**src/rtl/dt_pkg.sv**
```systemverilog
// Shared types and packed-node layout helpers for the sequential decision-tree classifier.
package dt_pkg;

  typedef enum logic [1:0] {IDLE, WALK, DONE} dt_state_e;

  localparam int DT_N = 8;
  localparam int DT_C = 1;
  localparam int DT_F = 6;
  localparam int DT_M = 16;
  localparam int DT_H = 3;

  // Node layout from MSB: {leaf, fidx, thr, left, right, cls}
  function automatic int dt_off_cls();
    return 0;
  endfunction

  function automatic int dt_off_right(input int c);
    return c;
  endfunction

  function automatic int dt_off_left(input int c, input int aw);
    return c + aw;
  endfunction

  function automatic int dt_off_thr(input int c, input int aw);
    return c + 2 * aw;
  endfunction

  function automatic int dt_off_fidx(input int n, input int c, input int aw);
    return c + 2 * aw + n;
  endfunction

  function automatic int dt_off_leaf(input int n, input int c, input int aw, input int fw);
    return c + 2 * aw + n + fw;
  endfunction

  function automatic int dt_node_w(input int n, input int c, input int aw, input int fw);
    return dt_off_leaf(n, c, aw, fw) + 1;
  endfunction

endpackage

```
**src/rtl/dt_hyst_filter.sv**
```systemverilog
// Class hysteresis: the held class changes only after H consecutive differing results.
// Present only when DT_HYST_EN is defined.
`ifdef DT_HYST_EN
module dt_hyst_filter #(
  parameter int C = 1,
  parameter int H = 3
) (
  input  logic         clk,
  input  logic         rst,
  input  logic         upd,
  input  logic [C-1:0] raw,
  input  logic         err,
  output logic [C-1:0] held
);

  localparam int CW = $clog2(H + 1);

  logic [CW-1:0] cnt;

  // Aborted walks carry no class information, so they leave the filter untouched
  always_ff @(posedge clk or posedge rst) begin
    if (rst) begin
      cnt  <= '0;
      held <= '0;
    end else if (upd && !err) begin
      if (raw == held) begin
        cnt <= '0;
      end else if (cnt == CW'(H - 1)) begin
        held <= raw;
        cnt  <= '0;
      end else begin
        cnt <= cnt + 1'b1;
      end
    end
  end

endmodule
`endif

```
**src/rtl/dt_seq_classifier.sv**
```systemverilog
// Programmable decision-tree classifier: walks a loadable node table one node per clock.
// Define DT_HYST_EN to filter the reported class through dt_hyst_filter.
module dt_seq_classifier
  import dt_pkg::*;
#(
  parameter int N = DT_N,
  parameter int C = DT_C,
  parameter int F = DT_F,
  parameter int M = DT_M,
  parameter int H = DT_H
) (
  input  logic                                     clk,
  input  logic                                     rst,
  input  logic                                     in_valid,
  output logic                                     in_ready,
  input  logic [F*N-1:0]                           in_feat,
  output logic                                     out_valid,
  input  logic                                     out_ready,
  output logic [C-1:0]                             out_cls,
  output logic                                     out_err,
  input  logic                                     cfg_we,
  input  logic [$clog2(M)-1:0]                     cfg_addr,
  input  logic [1+$clog2(F)+N+2*$clog2(M)+C-1:0]   cfg_node
);

  localparam int AW = $clog2(M);
  localparam int FW = $clog2(F);
  localparam int NW = dt_node_w(N, C, AW, FW);

  localparam int OFF_CLS   = dt_off_cls();
  localparam int OFF_RIGHT = dt_off_right(C);
  localparam int OFF_LEFT  = dt_off_left(C, AW);
  localparam int OFF_THR   = dt_off_thr(C, AW);
  localparam int OFF_FIDX  = dt_off_fidx(N, C, AW);
  localparam int OFF_LEAF  = dt_off_leaf(N, C, AW, FW);

  localparam logic [NW-1:0] NODE_RST = {1'b1, {(NW-1){1'b0}}};

  if (H < 1) begin : g_h_check
    $error("dt_seq_classifier: H must be at least 1");
  end

  dt_state_e      state, state_n;
  logic [NW-1:0]  node_mem [M];
  logic [F*N-1:0] feat_q;
  logic [AW-1:0]  cur, step;
  logic           err_q;
  logic           accept, finish, abort;

  logic [NW-1:0]  node;
  logic           n_leaf;
  logic [FW-1:0]  n_fidx;
  logic [N-1:0]   n_thr;
  logic [AW-1:0]  n_left, n_right;
  logic [C-1:0]   n_cls;
  logic [N-1:0]   sel_feat;
  logic           fidx_ok;
  logic           go_left;

  assign node    = node_mem[cur];
  assign n_leaf  = node[OFF_LEAF];
  assign n_fidx  = node[OFF_FIDX +: FW];
  assign n_thr   = node[OFF_THR +: N];
  assign n_left  = node[OFF_LEFT +: AW];
  assign n_right = node[OFF_RIGHT +: AW];
  assign n_cls   = node[OFF_CLS +: C];

  // An out-of-range feature index never compares true, so the walk goes right
  always_comb begin
    sel_feat = '0;
    fidx_ok  = 1'b0;
    for (int i = 0; i < F; i++) begin
      if (int'(n_fidx) == i) begin
        sel_feat = feat_q[i*N +: N];
        fidx_ok  = 1'b1;
      end
    end
  end

  assign go_left  = fidx_ok && (sel_feat < n_thr);
  assign in_ready = (state == IDLE);

  // NOTE: every always_comb output gets a default first so no path infers a latch.
  always_comb begin
    state_n = state;
    accept  = 1'b0;
    finish  = 1'b0;
    abort   = 1'b0;
    unique case (state)
      IDLE: begin
        if (in_valid) begin
          accept  = 1'b1;
          state_n = WALK;
        end
      end
      WALK: begin
        if (n_leaf) begin
          finish  = 1'b1;
          state_n = DONE;
        end else if (step == AW'(M - 2)) begin
          finish  = 1'b1;
          abort   = 1'b1;
          state_n = DONE;
        end
      end
      DONE: begin
        if (out_ready) state_n = IDLE;
      end
      default: state_n = IDLE;
    endcase
  end

  // NOTE: sequential state uses non-blocking assignments so all flops sample together.
  always_ff @(posedge clk or posedge rst) begin
    if (rst) state <= IDLE;
    else     state <= state_n;
  end

  // NOTE: the node table is reset on purpose: an unloaded tree must classify as 0 at once.
  always_ff @(posedge clk or posedge rst) begin
    if (rst) begin
      for (int i = 0; i < M; i++) node_mem[i] <= NODE_RST;
    end else if (cfg_we && state == IDLE) begin
      node_mem[cfg_addr] <= cfg_node;
    end
  end

  always_ff @(posedge clk or posedge rst) begin
    if (rst) begin
      feat_q    <= '0;
      cur       <= '0;
      step      <= '0;
      err_q     <= 1'b0;
      out_valid <= 1'b0;
    end else begin
      out_valid <= (state_n == DONE);
      if (accept) begin
        feat_q <= in_feat;
        cur    <= '0;
        step   <= '0;
      end else if (state == WALK && !finish) begin
        cur  <= go_left ? n_left : n_right;
        step <= step + 1'b1;
      end
      if (finish) err_q <= abort;
    end
  end

  assign out_err = err_q;

`ifdef DT_HYST_EN
  dt_hyst_filter #(
    .C(C),
    .H(H)
  ) u_hyst (
    .clk  (clk),
    .rst  (rst),
    .upd  (finish),
    .raw  (n_cls),
    .err  (abort),
    .held (out_cls)
  );
`else
  logic [C-1:0] cls_q;

  always_ff @(posedge clk or posedge rst) begin
    if (rst)         cls_q <= '0;
    else if (finish) cls_q <= abort ? '0 : n_cls;
  end

  assign out_cls = cls_q;
`endif

endmodule

```
**config.mk**
```make
export PLATFORM = sky130hd
export DESIGN_NAME = dt_seq_classifier
export DESIGN_NICKNAME = d
export VERILOG_FILES = /design/src/rtl/dt_pkg.sv /design/src/rtl/dt_hyst_filter.sv /design/src/rtl/dt_seq_classifier.sv
export SDC_FILE = /design/constraint.sdc
export NUM_CORES = 1
export LEC_CHECK = 0
export BUFFER_PORTS_ARGS = -buffer_cell sky130_fd_sc_hd__buf_2
export CAP_MARGIN = 20
export CORE_UTILIZATION = 40
export CTS_CLUSTER_DIAMETER = 50
export DETAILED_ROUTE_END_ITERATION = 16
export HOLD_SLACK_MARGIN = 0.15
export SETUP_SLACK_MARGIN = 0.5
export SKIP_CTS_REPAIR_TIMING = 1
export SLEW_MARGIN = 25
export SYNTH_ARGS = -nofsm -noshare
export SYNTH_HDL_FRONTEND = slang
export SYNTH_HIERARCHICAL = 1
export SYNTH_SLANG_ARGS = --single-unit
```
**constraint.sdc**
```tcl
create_clock -name clk -period 23.9 [get_ports clk]
set_input_delay 4.78 -clock clk [delete_from_list [all_inputs] [get_ports clk]]
set_output_delay 4.78 -clock clk [all_outputs]
set_load 0.01 [all_outputs]
```
==> flow_metrics.tcl <==
set metrics [dict create \
    outcome "complete, no violations" \
    intPower_mw 1.96 \
    syn_to_final_growth_pct 15.4 \
    yosys-top-cells-area "dfrtp_1 53%, mux2_2 24%, mux4_2 13%" \
    crit_required_ps 24520 \
    ys_seq_area_share_pct 55.0 \
    p_seq_share_pct 41.1 \
    clock_latency_ps 580 \
    power_frac_clock_pct 27.4 \
    rows 77 \
    place.gp.congestion 0.738 \
    overflow 0 \
    rsz0062_at_grt "false" \
    clock_sinks 397 \
    ys_dominant_reg_cell "dfrtp_1" \
    syn_avg_cell_area_um2 16.0 \
    yosys-top-cells-count "388 x mux2_2, 381 x dfrtp_1, 106 x mux4_2, 50 x clkbuf_1, 26 x nand2_1" \
    critPathKind "in -> async" \
    finalWirelength_um 41500 \
    setup_tns_ps 0 \
    finalMaxSlewViolations 0 \
    grt_pass1_vias 10871 \
    cts_buffer_depth 3 \
    synthMuxAreaShare_pct 38.8 \
    htreeDepth 2 \
    antennaDiodeCount 0 \
    drc 0 \
    wire_per_inst_um 22.7 \
    synth.top_cell.area_share_pct 52.6 \
    die_h_um 215 \
    skew_ps 19.7 \
    slew_headroom_pct 32.2 \
    final.period_utilization_pct 26.4 \
    synth_nets 1216 \
    cts-root-buf "clkbuf_16" \
    synthAdderAreaFrac_pct 0.622 \
    synth_top_area_cell "dfrtp_1" \
    io_buffers 81 \
    antenna_found_initial 1 \
    synth-edff-count 0 \
    tightest_slew_ps 1020 \
    combPwrFrac_pct 31.5 \
    synth_cells 1129 \
    synth_xor_area_share_pct 0.145 \
    maxCapViolCount 0 \
    synth_simple_gate_area_share_pct 2.00 \
    gr-usage-all-layers_pct 18.9 \
    swShare_pct 28.9 \
    syn-cell-area_um2 18100 \
    p_leak_nw 9.28 \
    grt_max_degree 115 \
    start_kind "input pin" \
    critPathBufInv 4 \
    grt_pass1_wl_um 66500 \
    worstPathMaxFanout 114 \
    synth.most_common_cell "mux2_2" \
    crit_chain "buf_2, inv_8, buf_4, buf_6" \
    die_area_um2 46100 \
    vdd_drop_max_mv 0.0669 \
    slowest_stage "buf_4" \
    initial_utilization_pct 40.8 \
    critPathMaxStageDelay_ps 720 \
    synth-async-reset-ratio_pct 100 \
    fmax_mhz 158 \
    synth_compound_area_share_pct 1.13 \
    yosys_register_bits 397 \
    use_met2_pct 30.4 \
    drive_gt1_share_pct 57.9 \
    cts_buffers 46 \
    drtAntennaViolNets 0 \
    vias 9940 \
    powerDensity_nw_per_um2 132 \
    drt_pre_antenna_iters 4 \
    hpwl_um 24800 \
    tritoncts "built" \
    ioPinCount 82 \
    synth_top_family_by_area "multiplexers" \
    final_util_pct 47.1 \
    hold_violations 0 \
    end_kind "async pin" \
    met3_usage_pct 3.37 \
    arrival_ps 6930 \
    synth_cell_type_count 41 \
    die_w_um 215 \
    critical-path-top-delay-family "buffers and inverters" \
    drt-initial-drc-count 560 \
    coreArea_um2 44400 \
    viasPerCell 5.44 \
    grt_busiest_layer "met2" \
    clk_pin_slew_ps 60 \
    fin_crit_ps 6310 \
    min_path_type "reg -> reg" \
    grt_use_met1_pct 26.3 \
    fin_hold_ws_ps 499 \
    finalSetupViolations 0 \
    final_nets 1285 \
    yosys_warnings 6 \
    power.switching_mw 0.798 \
]
## cell families (layout without fill, tap and decap cells)
family,Yosys count,count (layout)
compound gates,25,25
xor+xnor,3,3
fa+ha+maj,9,9
buf+inv,102,208
flops,397,397
mux,517,517
simple gates,76,76
## sequential cells by signal (all words and copies together) (netlist names)
signal     flops
out_valid      1
out_err        1
node_mem     336
feat_q        48
out_cls        1
state          2
cur            4
step           4
## routing by layer
layer | routed length, um | vias up
li1 | - | 4351
met1 | 18900 | 5377
met2 | 20000 | 157
met3 | 1790 | 53
met4 | 767 | 2
met5 | 9 | -
## cells in the final DEF (no fill, tap or decap), types with 7 or more instances in the layout
master       n
clkbuf_8    10
mux2_2     388
dfstp_2     16
mux4_2     106
mux2i_1     21
nand2_1     26
dfrtp_1    377
buf_4       22
nor2_1      15
ha_1         9
inv_1       12
clkbuf_1     9
clkbuf_16   47
buf_2       81
bufinv_16    7
## worst register-to-register path, stage by stage, from the launching register on
cell	delay (ps)
dfrtp_2	550
buf_4	730
mux4_2	610
mux2_2	310
nor2_1	120
a21oi_2	40
buf_4	230
mux4_2	510
nand2_1	100
o21ai_0	80
ha_1	300
a21o_1	150
a21o_1	160
a21o_1	180
a221oi_1	510
and2_1	310
nand2_1	70
mux2i_1	130
a221o_1	140
## power groups by stage
stage                     logic, mW  registers [mW]  clock network (mW)
after floorplan               0.710            1.09                   0
after global placement        0.860            1.13                   0
after detailed placement      0.885            1.15                   0
after CTS                     0.888            1.14               0.774
after global routing          0.953            1.18               0.803
final                         0.870            1.14               0.757
## through the flow
stage | setup slack [ps] | power, mW | area (um^2) | cells
floorplan | 8110 | 1.80 | 18100 | 1129
global placement | 16610 | 1.99 | 19100 | 1737
detailed placement | 16560 | 2.03 | 19200 | 1739
CTS | 17160 | 2.80 | 20800 | 1824
global route | 17210 | 2.93 | 20900 | 1827
finish | 17590 | 2.76 | 20900 | 1827
## final timing paths
kind / from / to / slack, ps / depth (start not counted)
max: rst / node_mem[106]$_DFFE_PP0P_ / 17590 / 4
min: node_mem[177]$_DFFE_PP0P_ / node_mem[177]$_DFFE_PP0P_ / 500 / 1
max reg2reg: cur[1]$_DFFE_PP0P_ / cur[0]$_DFFE_PP0P_ / 18590 / 18
min reg2reg: node_mem[177]$_DFFE_PP0P_ / node_mem[177]$_DFFE_PP0P_ / 500 / 1
max in group clk: state[0]$_DFF_PP0_ / in_ready / 17660 / 3
min in group asynchronous: rst / node_mem[31]$_DFFE_PP0P_ / 4340 / 2
## layout make-up
cell class	instances	area, um^2
Clock buffer	66	1350
Tap cell	592	741
Clock inverter	19	307
Multi-Input combinational cell	630	7780
Timing Repair Buffer	110	716
Sequential cell	397	9960
Inverter	13	56.3
Fill cell	3856	23500
Note: power is estimated with default switching activity, not from simulation.
